===== config.mk =====
export PLATFORM = sky130hd
export DESIGN_NAME = regfile_sb_flat
export DESIGN_NICKNAME = d
export VERILOG_FILES = /design/src/rtl/regfile_sb_if.sv /design/src/rtl/regfile_sb.sv /design/src/flat_wrapper.sv
export SDC_FILE = /design/constraint.sdc
export NUM_CORES = 1
export LEC_CHECK = 0
export ABC_AREA = 1
export BUFFER_PORTS_ARGS = -buffer_cell sky130_fd_sc_hd__buf_4
export CORE_ASPECT_RATIO = 1.1
export CORE_MARGIN = 2
export CORE_UTILIZATION = 50
export CTS_BUF_LIST = sky130_fd_sc_hd__clkbuf_8
export CTS_CLUSTER_DIAMETER = 120
export DETAILED_ROUTE_END_ITERATION = 8
export PLACE_DENSITY = 0.76
export SETUP_SLACK_MARGIN = 0.05
export SLEW_MARGIN = 20
export SYNTH_ARGS = -nofsm -noshare
export SYNTH_HDL_FRONTEND = slang
export SYNTH_SLANG_ARGS = --single-unit
export TNS_END_PERCENT = 10

===== constraint.sdc =====
create_clock -name clk -period 1.75 [get_ports clk]
set_clock_uncertainty 0.1 [all_clocks]
set_input_delay 0.0875 -clock clk [delete_from_list [all_inputs] [get_ports clk]]
set_output_delay 0.0875 -clock clk [all_outputs]
set_load 0.02 [all_outputs]

===== src/rtl/regfile_sb_if.sv =====
// Bundle of read, write, EPC and scoreboard signals between the pipeline and regfile_sb.
// The master drives indices, write data and scoreboard controls; the slave returns data and busy flags.
interface regfile_sb_if #(
  parameter int DATA_W = 16,
  parameter int ADDR_W = 4,
  parameter int NUM_RD = 2
);
  logic [NUM_RD*ADDR_W-1:0] rdaddr;
  logic [NUM_RD*DATA_W-1:0] rdata;
  logic [NUM_RD-1:0]        rbusy;
  logic                     regwrite;
  logic [ADDR_W-1:0]        wrreg;
  logic [DATA_W-1:0]        wdata;
  logic                     epc_we;
  logic [DATA_W-1:0]        epc;
  logic                     claim;
  logic [ADDR_W-1:0]        claim_reg;
  logic                     flush;
  logic [(2**ADDR_W)-1:0]   busy;

  modport master (
    output rdaddr, regwrite, wrreg, wdata, epc_we, epc, claim, claim_reg, flush,
    input  rdata, rbusy, busy
  );

  modport slave (
    input  rdaddr, regwrite, wrreg, wdata, epc_we, epc, claim, claim_reg, flush,
    output rdata, rbusy, busy
  );
endinterface


===== src/rtl/regfile_sb.sv =====
// Parametrised register file with an EPC side port, optional write-to-read bypass
// and a per-register busy scoreboard for hazard detection.
module regfile_sb #(
  parameter int DATA_W  = 16,
  parameter int ADDR_W  = 4,
  parameter int NUM_RD  = 2,
  parameter int EPC_IDX = 12,
  parameter int BYPASS  = 1
) (
  input  logic        clk,
  input  logic        rst_n,
  regfile_sb_if.slave bus
);
  localparam int NUM_REG = 2**ADDR_W;
  localparam logic [ADDR_W-1:0] EPC_ADDR = ADDR_W'(EPC_IDX);

  logic [DATA_W-1:0]  regs [NUM_REG];
  logic [NUM_REG-1:0] busy_q;
  logic [NUM_REG-1:0] busy_d;
  logic               gen_we;
  logic               byp_en;

  // The EPC port owns its register when both ports target it on the same edge.
  assign gen_we = bus.regwrite && !(bus.epc_we && (bus.wrreg == EPC_ADDR));

  always_ff @(posedge clk or negedge rst_n) begin
    if (!rst_n) begin
      for (int i = 0; i < NUM_REG; i++) begin
        regs[i] <= '0;
      end
      busy_q <= '0;
    end else begin
      if (gen_we) begin
        regs[bus.wrreg] <= bus.wdata;
      end
      if (bus.epc_we) begin
        regs[EPC_ADDR] <= bus.epc;
      end
      busy_q <= busy_d;
    end
  end

  // A claim on the same edge as a write to that register is the newer producer.
  always_comb begin
    busy_d = busy_q;
    if (bus.flush) begin
      busy_d = '0;
    end else begin
      if (bus.regwrite) begin
        busy_d[bus.wrreg] = 1'b0;
      end
      if (bus.claim) begin
        busy_d[bus.claim_reg] = 1'b1;
      end
    end
  end

  assign bus.busy = busy_q;

  // Bypass is held off during reset so every read output reads as zero.
  assign byp_en = (BYPASS != 0) && rst_n;

  for (genvar k = 0; k < NUM_RD; k++) begin : g_rd
    logic [ADDR_W-1:0] addr;
    logic [DATA_W-1:0] data;
    logic              rb;

    assign addr = bus.rdaddr[k*ADDR_W +: ADDR_W];

    always_comb begin
      data = regs[addr];
      rb   = busy_q[addr];
      if (byp_en) begin
        if (bus.epc_we && (addr == EPC_ADDR)) begin
          data = bus.epc;
        end else if (bus.regwrite && (addr == bus.wrreg)) begin
          data = bus.wdata;
          rb   = 1'b0;
        end
      end
    end

    assign bus.rdata[k*DATA_W +: DATA_W] = data;
    assign bus.rbusy[k]                  = rb;
  end
endmodule


===== src/flat_wrapper.sv =====
// flat-port wrapper written by rule: the top's interface ports become plain ports
module regfile_sb_flat 
#(
  parameter int DATA_W  = 16,
  parameter int ADDR_W  = 4,
  parameter int NUM_RD  = 2,
  parameter int EPC_IDX = 12,
  parameter int BYPASS  = 1
)
  (clk, rst_n, bus_rdaddr, bus_regwrite, bus_wrreg, bus_wdata, bus_epc_we, bus_epc, bus_claim, bus_claim_reg, bus_flush, bus_rdata, bus_rbusy, bus_busy);
  regfile_sb_if #(.DATA_W(DATA_W), .ADDR_W(ADDR_W), .NUM_RD(NUM_RD)) bus_i ();
  input  logic clk;
  input  logic rst_n;
  input wire logic [$bits(bus_i.rdaddr)-1:0] bus_rdaddr;
  input wire logic [$bits(bus_i.regwrite)-1:0] bus_regwrite;
  input wire logic [$bits(bus_i.wrreg)-1:0] bus_wrreg;
  input wire logic [$bits(bus_i.wdata)-1:0] bus_wdata;
  input wire logic [$bits(bus_i.epc_we)-1:0] bus_epc_we;
  input wire logic [$bits(bus_i.epc)-1:0] bus_epc;
  input wire logic [$bits(bus_i.claim)-1:0] bus_claim;
  input wire logic [$bits(bus_i.claim_reg)-1:0] bus_claim_reg;
  input wire logic [$bits(bus_i.flush)-1:0] bus_flush;
  output wire logic [$bits(bus_i.rdata)-1:0] bus_rdata;
  output wire logic [$bits(bus_i.rbusy)-1:0] bus_rbusy;
  output wire logic [$bits(bus_i.busy)-1:0] bus_busy;
  assign bus_i.rdaddr = bus_rdaddr;
  assign bus_i.regwrite = bus_regwrite;
  assign bus_i.wrreg = bus_wrreg;
  assign bus_i.wdata = bus_wdata;
  assign bus_i.epc_we = bus_epc_we;
  assign bus_i.epc = bus_epc;
  assign bus_i.claim = bus_claim;
  assign bus_i.claim_reg = bus_claim_reg;
  assign bus_i.flush = bus_flush;
  assign bus_rdata = bus_i.rdata;
  assign bus_rbusy = bus_i.rbusy;
  assign bus_busy = bus_i.busy;
  regfile_sb #(.DATA_W(DATA_W), .ADDR_W(ADDR_W), .NUM_RD(NUM_RD), .EPC_IDX(EPC_IDX), .BYPASS(BYPASS)) u_core (.clk(clk), .rst_n(rst_n), .bus(bus_i));
endmodule

==> impl_metrics.yaml <==
clock_network:
  cts_max_path_buffers: 3
  clk_pin_slew_worst_paths_ns: 0.06
  cts.sinks: 272
  cts_tree: "done"
  root_buffer: "clkbuf_8"
  cts_buffers: 48
  htree_levels: 2
  clock_latency_ns: 0.63
detailed_routing:
  vias: 19500
  post_drt_wl_per_cell_um: 19.3
  drt-initial-drc-count: 2520
  routed_wl_um: 65400
  dr.pass1.iters: 6
  via_per_inst: 5.77
  drc: 0
  final_antenna_net_count: 0
job:
  cap_viol_max_count: 0
setup_path:
  crit_path_end_kind: "primary output"
  crit_required_ns: 1.56
  crit_path_start_kind: "flip-flop"
  crit_arrival_ns: 2.00
  cp_max_fo: 2
  path_class: "reg2out"
global_route:
  grt_pass1_wl_um: 102000
  grt_usage: 0.360
  grt_pass1_vias: 18600
  antenna_found_initial: 0
  grt_max_degree: 108
  globalRouteOverflowTotal: 0
logic_synthesis:
  netlist_instances: 2704
  synthFlopType: "dfrtp_1"
  synth.avg_cell_area_um2: 6.38
  yosys_warnings: 0
  async_flop_share: 1.00
  ys_ff_latch: 272
  syn-cell-area_mm2: 0.0172
  ys_seq_area_frac: 0.395
  yosys.area.top_type: "dfrtp_1"
  netlist.area_leader.share: 0.395
  netlist_top_cells_area: "dfrtp_1, nand2_1, nand3_1"
  synthDistinctLibCells: 29
  yosys-top-cells-count: "nand2_1, nand3_1, inv_1"
  synth_edf_count: 0
  yosysMostFrequentCell: "nand2_1"
  synthesis.nets: 2758
sta:
  fin_ws_ns: -0.436
  worst_pin_slew_ns: 0.729
  rsz0062_at_grt: "yes"
  clock.fmax_ghz: 0.457
  hold-worst-slack_ns: 0.0349
  finalMaxSlewViolations: 0
  hold_viol_final: 0
  period_share: 1.25
  slew_headroom: 0.514
  tns_ns: -12.15
  setup_viol: 34
  min_period_ns: 2.19
pwr:
  ir_drop_uv: 637
  p_per_area_mw_per_mm2: 929
  leakage_nw: 11.4
floorplanning:
  ioPinCount: 104
  fp.dieH_um: 199
  die-area_mm2: 0.0360
  initial_core_util: 0.506
  core_area_mm2: 0.0341
  die_x_um: 181
  rows: 71
finish:
  final_cells: 3381
  drive_gt1_frac: 0.174
  n_antenna_cell: 0
  area_growth_pct: 27.0
  nets: 2960
  final_area_mm2: 0.0219
placed_design:
  place_area_mm2: 0.0196
  routabilityCongestion: 0.970
  io_buffers: 103
  placed_cells: 3225
  hpwl_um: 44000
worst_hold_path:
  hold_class: "in2reg"
status:
  violations: "setup timing"
  outcome: "finished with violations"
==> final timing paths <==
| kind | from | end | slack [ns] | depth (start not counted) |
|---|---|---|---|---|
| setup / recovery | u_core.regs[206] | bus_rdata[14] | -0.44 | 9 |
| hold reg to reg | u_core.regs[152] | u_core.regs[152] | 0.38 | 2 |
| max in group asynchronous | rst_n | u_core.regs[232] | 0.35 | 4 |
| min in group asynchronous | rst_n | u_core.regs[57] | 0.09 | 3 |
| hold / removal | bus_epc_we | u_core.regs[52] | 0.03 | 4 |
| setup reg to reg | u_core.regs[58] | u_core.regs[58] | 0.36 | 3 |
==> power breakdown <==
group | total [mW] | internal, mW | switching [mW] | leakage [nW]
Sequential | 8.17 | 7.48 | 0.685 | 3.45
Combinational | 5.92 | 2.21 | 3.70 | 7.40
Clock | 6.27 | 3.39 | 2.87 | 0.582
Total | 20.4 | 13.1 | 7.26 | 11.4
==> sequential cells by signal, summed over array words and instances (netlist names) <==
name             flops
u_core.bus.busy     16
u_core.regs        256
==> cells in the final DEF (no fill, tap or decap), types with 2 or more instances in the layout <==
cell type / count
nand3_1: 302
o221ai_1: 3
a21oi_2: 27
inv_1: 295
nand2_2: 15
buf_12: 45
dfrtp_1: 272
nor2_2: 16
nor2_1: 119
buf_6: 18
nor3_2: 4
inv_8: 2
nand2_1: 950
bufinv_16: 2
o211ai_1: 27
inv_2: 36
o21ai_0: 272
clkinvlp_4: 2
clkbuf_8: 60
nand3_4: 11
clkinv_2: 7
xor2_1: 3
nand3_2: 43
a21oi_4: 3
dlygate4sd3_1: 62
clkinv_1: 4
buf_4: 214
a21oi_1: 84
o21ai_1: 32
==> routing by layer <==
layer | routed length, µm | global-route usage | up-vias
li1 | - | - | 8944
met1 | 25600 | 0.473 | 9039
met2 | 28700 | 0.562 | 1265
met3 | 7580 | 0.0850 | 262
met4 | 3490 | 0.178 | 0
met5 | 0 | 0 | -
==> metrics by stage <==
stage / utilization / total power [mW] / setup slack, ns
6_report: 0.642 / 20.4 / -0.436
5_1_grt: 0.642 / 21.5 / -0.514
4_1_cts: 0.632 / 20.0 / -0.427
3_5_place_dp: 0.573 / 13.5 / -0.153
3_3_place_gp: 0.573 / 13.3 / -0.142
2_1_floorplan: - / 11.5 / 0.198
==> area by class of cell <==
type                       count  area, µm²
inverter                     321       1210
sequential                   272       6810
tap                          438        548
fill                        2960      12200
clock buffer                  60        826
timing repair buffer         341       3360
multi-input combinational   1922       8970
clock inverter                27        179
==> critical path, stage by stage (launching register included) <==
cell	delay, ns
dfrtp_1	0.38
inv_1	0.07
nand2_1	0.05
o211ai_1	0.12
nand3_1	0.12
nand3_1	0.14
nand3_2	0.14
nand2_1	0.10
nand3_1	0.09
buf_4	0.17
==> kinds of logic after synthesis <==
kind of cell,after synthesis,synth area share
xor+xnor,3,0.00152
flops,272,0.395
simple gates,1467,0.348
compound gates,452,0.136
buf+inv,510,0.119
==> repair_timing <==
item	4_1_cts	5_1_grt
hold buffers	63	1
endpoints found under the hold margin	393	1
resized for setup	93	92
pin swaps	16	19
setup endpoints to repair	34	42
buffers inserted	0	5
Power figures use the tool's default switching activity.
